<file path="src/rtl/silicon_pkg.sv">
// Shared types and constants for the strategy-to-order datapath.
// Latency: n/a (declarations only).
// Backpressure: n/a.
package silicon_pkg;

    localparam int STOCK_ID_W = 2;
    localparam int PRICE_W    = 14;
    localparam int NUM_STOCKS = 4;

    localparam logic SIDE_BUY  = 1'b1;
    localparam logic SIDE_SELL = 1'b0;

    // One queued order as presented to the order-entry interface
    typedef struct packed {
        logic                  side;
        logic [STOCK_ID_W-1:0] stock_id;
        logic [PRICE_W-1:0]    price;
    } order_t;

endpackage

</file>
<file path="src/rtl/order_fifo.sv">
// Show-ahead order FIFO; head is always driven straight from storage.
// Latency: a push becomes visible at the head one edge later (no empty bypass).
// Backpressure: push is ignored when full unless a pop happens on the same edge.
module order_fifo
    import silicon_pkg::*;
#(
    parameter int DEPTH = 4
) (
    input  logic   clk,
    input  logic   rst,
    input  logic   push_i,
    input  order_t din_i,
    input  logic   pop_i,
    output order_t dout_o,
    output logic   full_o,
    output logic   empty_o
);

    localparam int AW = $clog2(DEPTH);

    // Pointers carry an extra wrap bit so full and empty are distinguishable
    logic [AW:0] wr_ptr_q, wr_ptr_d;
    logic [AW:0] rd_ptr_q, rd_ptr_d;
    order_t      mem_q [DEPTH];

    logic do_push;
    logic do_pop;

    assign empty_o = (wr_ptr_q == rd_ptr_q);
    assign full_o  = (wr_ptr_q[AW] != rd_ptr_q[AW]) &&
                     (wr_ptr_q[AW-1:0] == rd_ptr_q[AW-1:0]);

    // A full FIFO still accepts a push when the head leaves on the same edge;
    // the freed slot is exactly the one the write pointer lands on.
    assign do_pop  = pop_i & ~empty_o;
    assign do_push = push_i & (~full_o | do_pop);

    assign dout_o = mem_q[rd_ptr_q[AW-1:0]];

    // Pointer next-state
    always_comb begin
        wr_ptr_d = wr_ptr_q;
        rd_ptr_d = rd_ptr_q;
        if (do_push) begin
            wr_ptr_d = wr_ptr_q + 1'b1;
        end
        if (do_pop) begin
            rd_ptr_d = rd_ptr_q + 1'b1;
        end
    end

    // Pointer and storage registers; reset clears storage so the head reads zero
    always_ff @(posedge clk or posedge rst) begin
        if (rst) begin
            wr_ptr_q <= '0;
            rd_ptr_q <= '0;
            for (int i = 0; i < DEPTH; i++) begin
                mem_q[i] <= '0;
            end
        end else begin
            wr_ptr_q <= wr_ptr_d;
            rd_ptr_q <= rd_ptr_d;
            if (do_push) begin
                mem_q[wr_ptr_q[AW-1:0]] <= din_i;
            end
        end
    end

endmodule

</file>
<file path="src/rtl/order_manager.sv">
// Turns registered buy/sell decisions into orders with position limit and cooldown.
// Latency: 2 edges from enable sample to order_valid (align, then commit into FIFO).
// Backpressure: order_ready stalls the FIFO head; requests arriving while full are dropped and counted.
module order_manager
    import silicon_pkg::*;
#(
    parameter int MAX_POS    = 4,
    parameter int COOLDOWN   = 8,
    parameter int FIFO_DEPTH = 4
) (
    input  logic                  clk,
    input  logic                  rst,
    input  logic                  enable,
    input  logic [STOCK_ID_W-1:0] stock_id,
    input  logic [PRICE_W-1:0]    current_price,
    input  logic                  buy_signal,
    input  logic                  sell_signal,
    output logic                  order_valid,
    input  logic                  order_ready,
    output logic                  order_side,
    output logic [STOCK_ID_W-1:0] order_stock_id,
    output logic [PRICE_W-1:0]    order_price,
    input  logic [STOCK_ID_W-1:0] pos_rd_id,
    output logic [3:0]            pos_rd_data,
    output logic [7:0]            drop_count
);

    localparam logic [3:0] MAX_POS_L  = 4'(MAX_POS);
    localparam logic [7:0] COOLDOWN_L = 8'(COOLDOWN);

    // Inputs delayed by one edge so they line up with the registered strategy outputs
    logic                  en_q;
    logic [STOCK_ID_W-1:0] id_q;
    logic [PRICE_W-1:0]    px_q;

    logic [3:0] pos_q  [NUM_STOCKS];
    logic [3:0] pos_d  [NUM_STOCKS];
    logic [7:0] cool_q [NUM_STOCKS];
    logic [7:0] cool_d [NUM_STOCKS];
    logic [7:0] drop_q, drop_d;

    logic   buy_req;
    logic   sell_req;
    logic   req;
    logic   pop;
    logic   can_push;
    logic   commit;
    order_t push_dat;
    order_t head_dat;
    logic   fifo_full;
    logic   fifo_empty;

    // Request qualification uses the pre-edge position and cooldown of the aligned stock
    always_comb begin
        buy_req  = en_q & buy_signal & ~sell_signal &
                   (pos_q[id_q] < MAX_POS_L) & (cool_q[id_q] == 8'd0);
        sell_req = en_q & sell_signal & ~buy_signal &
                   (pos_q[id_q] != 4'd0) & (cool_q[id_q] == 8'd0);
        req      = buy_req | sell_req;
        pop      = order_valid & order_ready;
        can_push = ~fifo_full | pop;
        commit   = req & can_push;
        push_dat.side     = buy_req ? SIDE_BUY : SIDE_SELL;
        push_dat.stock_id = id_q;
        push_dat.price    = px_q;
    end

    // Position, cooldown and drop-counter next-state
    always_comb begin
        for (int i = 0; i < NUM_STOCKS; i++) begin
            pos_d[i]  = pos_q[i];
            cool_d[i] = (cool_q[i] != 8'd0) ? cool_q[i] - 8'd1 : 8'd0;
        end
        drop_d = drop_q;
        if (commit) begin
            pos_d[id_q]  = buy_req ? pos_q[id_q] + 4'd1 : pos_q[id_q] - 4'd1;
            cool_d[id_q] = COOLDOWN_L;
        end
        if (req && !can_push && drop_q != 8'hFF) begin
            drop_d = drop_q + 8'd1;
        end
    end

    // Alignment and per-stock state registers
    always_ff @(posedge clk or posedge rst) begin
        if (rst) begin
            en_q   <= 1'b0;
            id_q   <= '0;
            px_q   <= '0;
            drop_q <= '0;
            for (int i = 0; i < NUM_STOCKS; i++) begin
                pos_q[i]  <= '0;
                cool_q[i] <= '0;
            end
        end else begin
            en_q   <= enable;
            id_q   <= stock_id;
            px_q   <= current_price;
            drop_q <= drop_d;
            for (int i = 0; i < NUM_STOCKS; i++) begin
                pos_q[i]  <= pos_d[i];
                cool_q[i] <= cool_d[i];
            end
        end
    end

    order_fifo #(
        .DEPTH (FIFO_DEPTH)
    ) u_fifo (
        .clk     (clk),
        .rst     (rst),
        .push_i  (commit),
        .din_i   (push_dat),
        .pop_i   (pop),
        .dout_o  (head_dat),
        .full_o  (fifo_full),
        .empty_o (fifo_empty)
    );

    assign order_valid    = ~fifo_empty;
    assign order_side     = head_dat.side;
    assign order_stock_id = head_dat.stock_id;
    assign order_price    = head_dat.price;
    assign pos_rd_data    = pos_q[pos_rd_id];
    assign drop_count     = drop_q;

endmodule

</file>
<file path="config.mk">
export PLATFORM = sky130hd
export DESIGN_NAME = order_manager
export DESIGN_NICKNAME = d
export VERILOG_FILES = /design/src/rtl/silicon_pkg.sv /design/src/rtl/order_fifo.sv /design/src/rtl/order_manager.sv
export SDC_FILE = /design/constraint.sdc
export NUM_CORES = 1
export LEC_CHECK = 0
export ABC_AREA = 1
export BUFFER_PORTS_ARGS = -buffer_cell sky130_fd_sc_hd__buf_2
export CORE_UTILIZATION = 60
export DETAILED_ROUTE_END_ITERATION = 8
export PLACE_DENSITY = 0.88
export SYNTH_ARGS = -nofsm -noshare
export SYNTH_HDL_FRONTEND = slang
export SYNTH_SLANG_ARGS = --single-unit
</file>
<file path="constraint.sdc">
create_clock -name clk -period 8.1 [get_ports clk]
set_input_delay 2.025 -clock clk [delete_from_list [all_inputs] [get_ports clk]]
set_output_delay 2.025 -clock clk [all_outputs]
set_load 0.005 [all_outputs]
</file>
==> reports/metrics.sh <==
SYNTH_WARNINGS=0
SYNTH_TOP_AREA_SHARE_PCT=50.47
AVGSYNTHCELLAREA_UM2=8.018
FIN_WORST_SKEW_NS=0.007510
POSTCTSRESIZEDCELLS=0
CRIT_FAMILY='buffers and inverters'
CORE-AREA_MM2=0.01161
SYNTH_AREA_LEADERS='sky130_fd_sc_hd__dfrtp_1 (50%), sky130_fd_sc_hd__nand2_1 (16%), sky130_fd_sc_hd__nor2_1 (5.6%)'
YOSYS_REGISTER_BITS=147
DRT_PRE_ANTENNA_ITERS=9
POSTSYNTH.ASYNCRESETSHARE_PCT=100.0
DIE-HEIGHT_UM=112.2
NUMPORTBUFFERS=53
WORST_EP_ARRIVAL_TIME_NS=2.71
CTS.CLK_SLEW.WORST_PATHS_NS=0.06
TIMING_HOLD_VIOLATIONS_FINAL=0
DETAIL_ROUTE.WIRELENGTH_UM=17020
CRIT_PATH_TOP_DELAY_CELL='sky130_fd_sc_hd__o21ai_0'
TIMING.FINAL.WS_SETUP_NS=3.368
CTSROOTBUFFERMASTER='sky130_fd_sc_hd__clkbuf_16'
GR-USAGE-MET2_PCT=46.83
PLACEMENT_ROWS=39
POST_SYNTHESIS_COMPOUND_GATE_AREA_FRACTION_PCT=6.300
SYNTHDISTINCTLIBCELLS=31
GRT_REMAINING_OVERFLOW=0
CP_MAX_FO=9
TIMING.CRITICAL_PATH.TO_TYPE='output pin'
CRIT_PATH_MAX_INCR_DELAY_NS=0.19
MAXCLOCKFREQUENCY_MHz=211.3
NUMCTSBUFFERS=17
GRT_SETUP_UNREPAIRED='false'
CP_NUM_BUF_INV=3
WORSTSETUPPATHTYPE='in2out'
HOLD_PATH.CLASS='reg2reg'
ANT_NETS=0
CRIT_TOP_CELL='sky130_fd_sc_hd__buf_2'
ROUTE.DETAILED.VIAS_PER_INST=5.702
POSTSYNTHCELLCOUNT=909
POWER_DENSITY_mW_PER_MM2=394.9
SYNTH_SEQUENTIAL_AREA_RATIO_PCT=50.47
FINALWORSTPATHREQUIREDPERIOD_NS=4.732
MAXSLEWHEADROOM_PCT=27.40
GLOBALPLACE.CONGESTION=0.9152
POST_SYNTH_MUX_AREA_SHARE_PCT=0
POST_ROUTE_CELLS_DRIVE_ABOVE_1_SHARE_PCT=10.93
CHIPWIDTH_UM=112.2
SYNTH_TOP_FAMILY_BY_AREA='simple AND/OR/NAND/NOR gates'
CAP_VIOLATIONS=0
SLEW_VIOLATIONS=0
WIRE_PER_INST_UM=15.42
DETAILROUTE.VIA_COUNT=6295
TIMING.CRITICAL_PATH.DEPTH=5
CRIT_CHAIN='buf_2 > inv_1 > o21ai_0 > o22ai_1 > buf_2'
WORST-R2R-CELL-COUNT=8
MIN_DELAY_PATH_DEPTH=1
REMAINING_DRC_ERRORS=1
REQUIRED_TIME_OF_THE_WORST_SETUP_PATH_NS=6.08
PERIOD_SHARE_PCT=58.43
SIMPLE_GATE_PORTION_OF_THE_SYNTHESIZED_AREA_PCT=31.38
CLKSINKCOUNT=147
SYNTH_AREA_MM2=0.007288
INITIAL_CORE_UTILIZATION_PCT=62.76
POST_SYNTH_XOR_AREA_FRACTION_PCT=3.245
CTS_BUFFER_DEPTH=2
FINAL.SETUP.TNS_NS=0
GRT_PASS1_VIAS=6103
TIMING.FINAL.SETUP_VIOLATIONS=0
POST-DP-HPWL_UM=10240
WORSTSETUPSTARTPOINTTYPE='primary input'
VIOLATED_CHECKS='design-rule violations'
FILLER_CELL_COUNT=876
DIODES=0
PRE_CTS_WS_NS=3.368
POSTCTSSETUPREPAIRBUFS=0
YOSYS.AREA.TOP_TYPE='sky130_fd_sc_hd__dfrtp_1'
TRITONCTS='done'
AREA.GROWTH.SYNTH_TO_FINAL_PCT=12.88
IRDROPWORSTVDD_mV=0.2096
MET1_USAGE_PCT=38.88
DESIGN.DIE.AREA_MM2=0.01259
WORST_SLEW_PIN_SLEW_NS=1.088
SYNTH-ADDER-AREA-SHARE_PCT=3.021
POWER.LEAKAGE_nW=4.388
INSERTION_DELAY_NS=0.42
SYNTHFLOPTYPE='sky130_fd_sc_hd__dfrtp_1'
GRT_USAGE_PCT=29.28
GRT-BUSIEST-LAYER='met2'
MET3_DEMAND_TO_CAPACITY_SHARE_IN_GLOBAL_ROUTING_PCT=6.317
FIRST_PASS_GRT_WIRE_LENGTH_UM=28860
ANTENNA_VIOLATIONS_BEFORE_REPAIR=0
FINALCOREUTILIZATION_PCT=70.84
NUMBER_OF_FLOPS_MAPPED_TO_ENABLE_CELLS_BY_YOSYS=0
DETAILEDROUTE.FIRSTITERATIONVIOLATIONS=769
OUTCOME='complete, but fails checks'
PIN_COUNT=54
CTSHOLDBUFFERS=0
MAPPEDNETLISTNETS=950
FINAL_NETS=989
HTREE_NUM_LEVELS=4
GRT_MAX_DEGREE=92
[where the power goes]
| group | switching, mW | leakage (nW) | internal, mW |
|---|---|---|---|
| Clock | 0.297 | 0.316 | 0.556 |
| Combinational | 0.700 | 2.20 | 0.431 |
| Sequential | 0.239 | 1.87 | 1.02 |
[logic make-up after synthesis]
kind of cell             after synthesis
AND/OR/NAND/NOR                      538
adder cells (fa/ha/maj)               17
AO/OA/AOI/OAI                         83
flip-flops                           147
buffers and inverters                 97
XOR/XNOR                              27
[routing by layer]
metal	share of wire, %	up-vias
li1	-	2986
met1	43	3006
met2	48	264
met3	7.0	39
met4	2.3	0
met5	0	-
[registers in the layout, indices dropped and copies added, names as in the netlist]
signal           count
pos_q               16
u_fifo.mem_q        68
px_q                14
u_fifo.wr_ptr_q      3
drop_count           8
en_q                 1
cool_q              32
u_fifo.rd_ptr_q      3
id_q                 2
[cell type report]
cell class	count	area, um2	share of cell area [%]
multi-input cells	665	3203	38.94
clock buffers	24	501.7	6.099
inverters	62	237.7	2.890
repair buffers	55	280.3	3.407
flip-flops and latches	147	3679	44.71
clock inverters	8	146.4	1.779
well taps	143	178.9	2.175
[layout by cell type, fill, tap and decap left out, types with 3 or more instances in the layout]
cell type	count
sky130_fd_sc_hd__nor2_1	108
sky130_fd_sc_hd__xor2_1	10
sky130_fd_sc_hd__ha_1	16
sky130_fd_sc_hd__bufinv_16	4
sky130_fd_sc_hd__inv_1	57
sky130_fd_sc_hd__buf_2	53
sky130_fd_sc_hd__o22ai_1	22
sky130_fd_sc_hd__nor2_2	3
sky130_fd_sc_hd__dfrtp_1	147
sky130_fd_sc_hd__nor3_1	5
sky130_fd_sc_hd__a21oi_1	5
sky130_fd_sc_hd__nand4_1	12
sky130_fd_sc_hd__clkbuf_8	5
sky130_fd_sc_hd__nand3_1	78
sky130_fd_sc_hd__nand2_1	319
sky130_fd_sc_hd__o31ai_1	5
sky130_fd_sc_hd__clkbuf_16	17
sky130_fd_sc_hd__o21ai_0	47
sky130_fd_sc_hd__xnor2_1	17
sky130_fd_sc_hd__inv_2	4
sky130_fd_sc_hd__nand4_2	6
[synthesized netlist by cell type (10+ instances only)]
cell                         n
sky130_fd_sc_hd__buf_2      13
sky130_fd_sc_hd__nand3_1    78
sky130_fd_sc_hd__o21ai_0    47
sky130_fd_sc_hd__xor2_1     10
sky130_fd_sc_hd__nand4_1    12
sky130_fd_sc_hd__xnor2_1    17
sky130_fd_sc_hd__inv_1      58
sky130_fd_sc_hd__dfrtp_1   147
sky130_fd_sc_hd__o22ai_1    22
sky130_fd_sc_hd__nand2_1   319
sky130_fd_sc_hd__nor2_1    108
sky130_fd_sc_hd__clkbuf_1   14
sky130_fd_sc_hd__ha_1       16
[path summary, 6_finish.rpt]
path	startpoint	end	slack, ns
worst max-delay path	pos_rd_id[0]	pos_rd_data[3]	3.37
worst min-delay path	cool_q[16]$_DFF_PP0_	cool_q[16]$_DFF_PP0_	0.44
worst max register to register	u_fifo.rd_ptr_q[1]$_DFFE_PP0P_	u_fifo.mem_q[24]$_DFFE_PP0P_	4.50
worst min register to register	cool_q[16]$_DFF_PP0_	cool_q[16]$_DFF_PP0_	0.44
max in group asynchronous	rst	cool_q[13]$_DFF_PP0_	5.14
min in group asynchronous	rst	u_fifo.mem_q[52]$_DFFE_PP0P_	1.76
[stage by stage]
stage / total power [mW] / hold WS [ns] / instances / area, um2
2_1_floorplan: 2.037 / 0.4032 / 909 / 7288
3_3_place_gp: 2.313 / 0.4178 / 1072 / 7579
3_5_place_dp: 2.363 / 0.4206 / 1072 / 7579
4_1_cts: 3.239 / 0.4361 / 1104 / 8227
5_1_grt: 3.471 / 0.4475 / 1104 / 8227
6_report: 3.249 / 0.4360 / 1104 / 8227
[worst register-to-register path: stages, from the launching register on]
cell and delay [ns]:
sky130_fd_sc_hd__dfrtp_1 0.80, sky130_fd_sc_hd__inv_1 0.54, sky130_fd_sc_hd__nand2_1 0.19, sky130_fd_sc_hd__a21oi_1 0.11, sky130_fd_sc_hd__nand2_1 0.55, sky130_fd_sc_hd__nand3_4 0.27
sky130_fd_sc_hd__inv_2 0.73, sky130_fd_sc_hd__nand3_1 0.22, sky130_fd_sc_hd__nand2_1 0.13
Power figures use the tool's default switching activity.
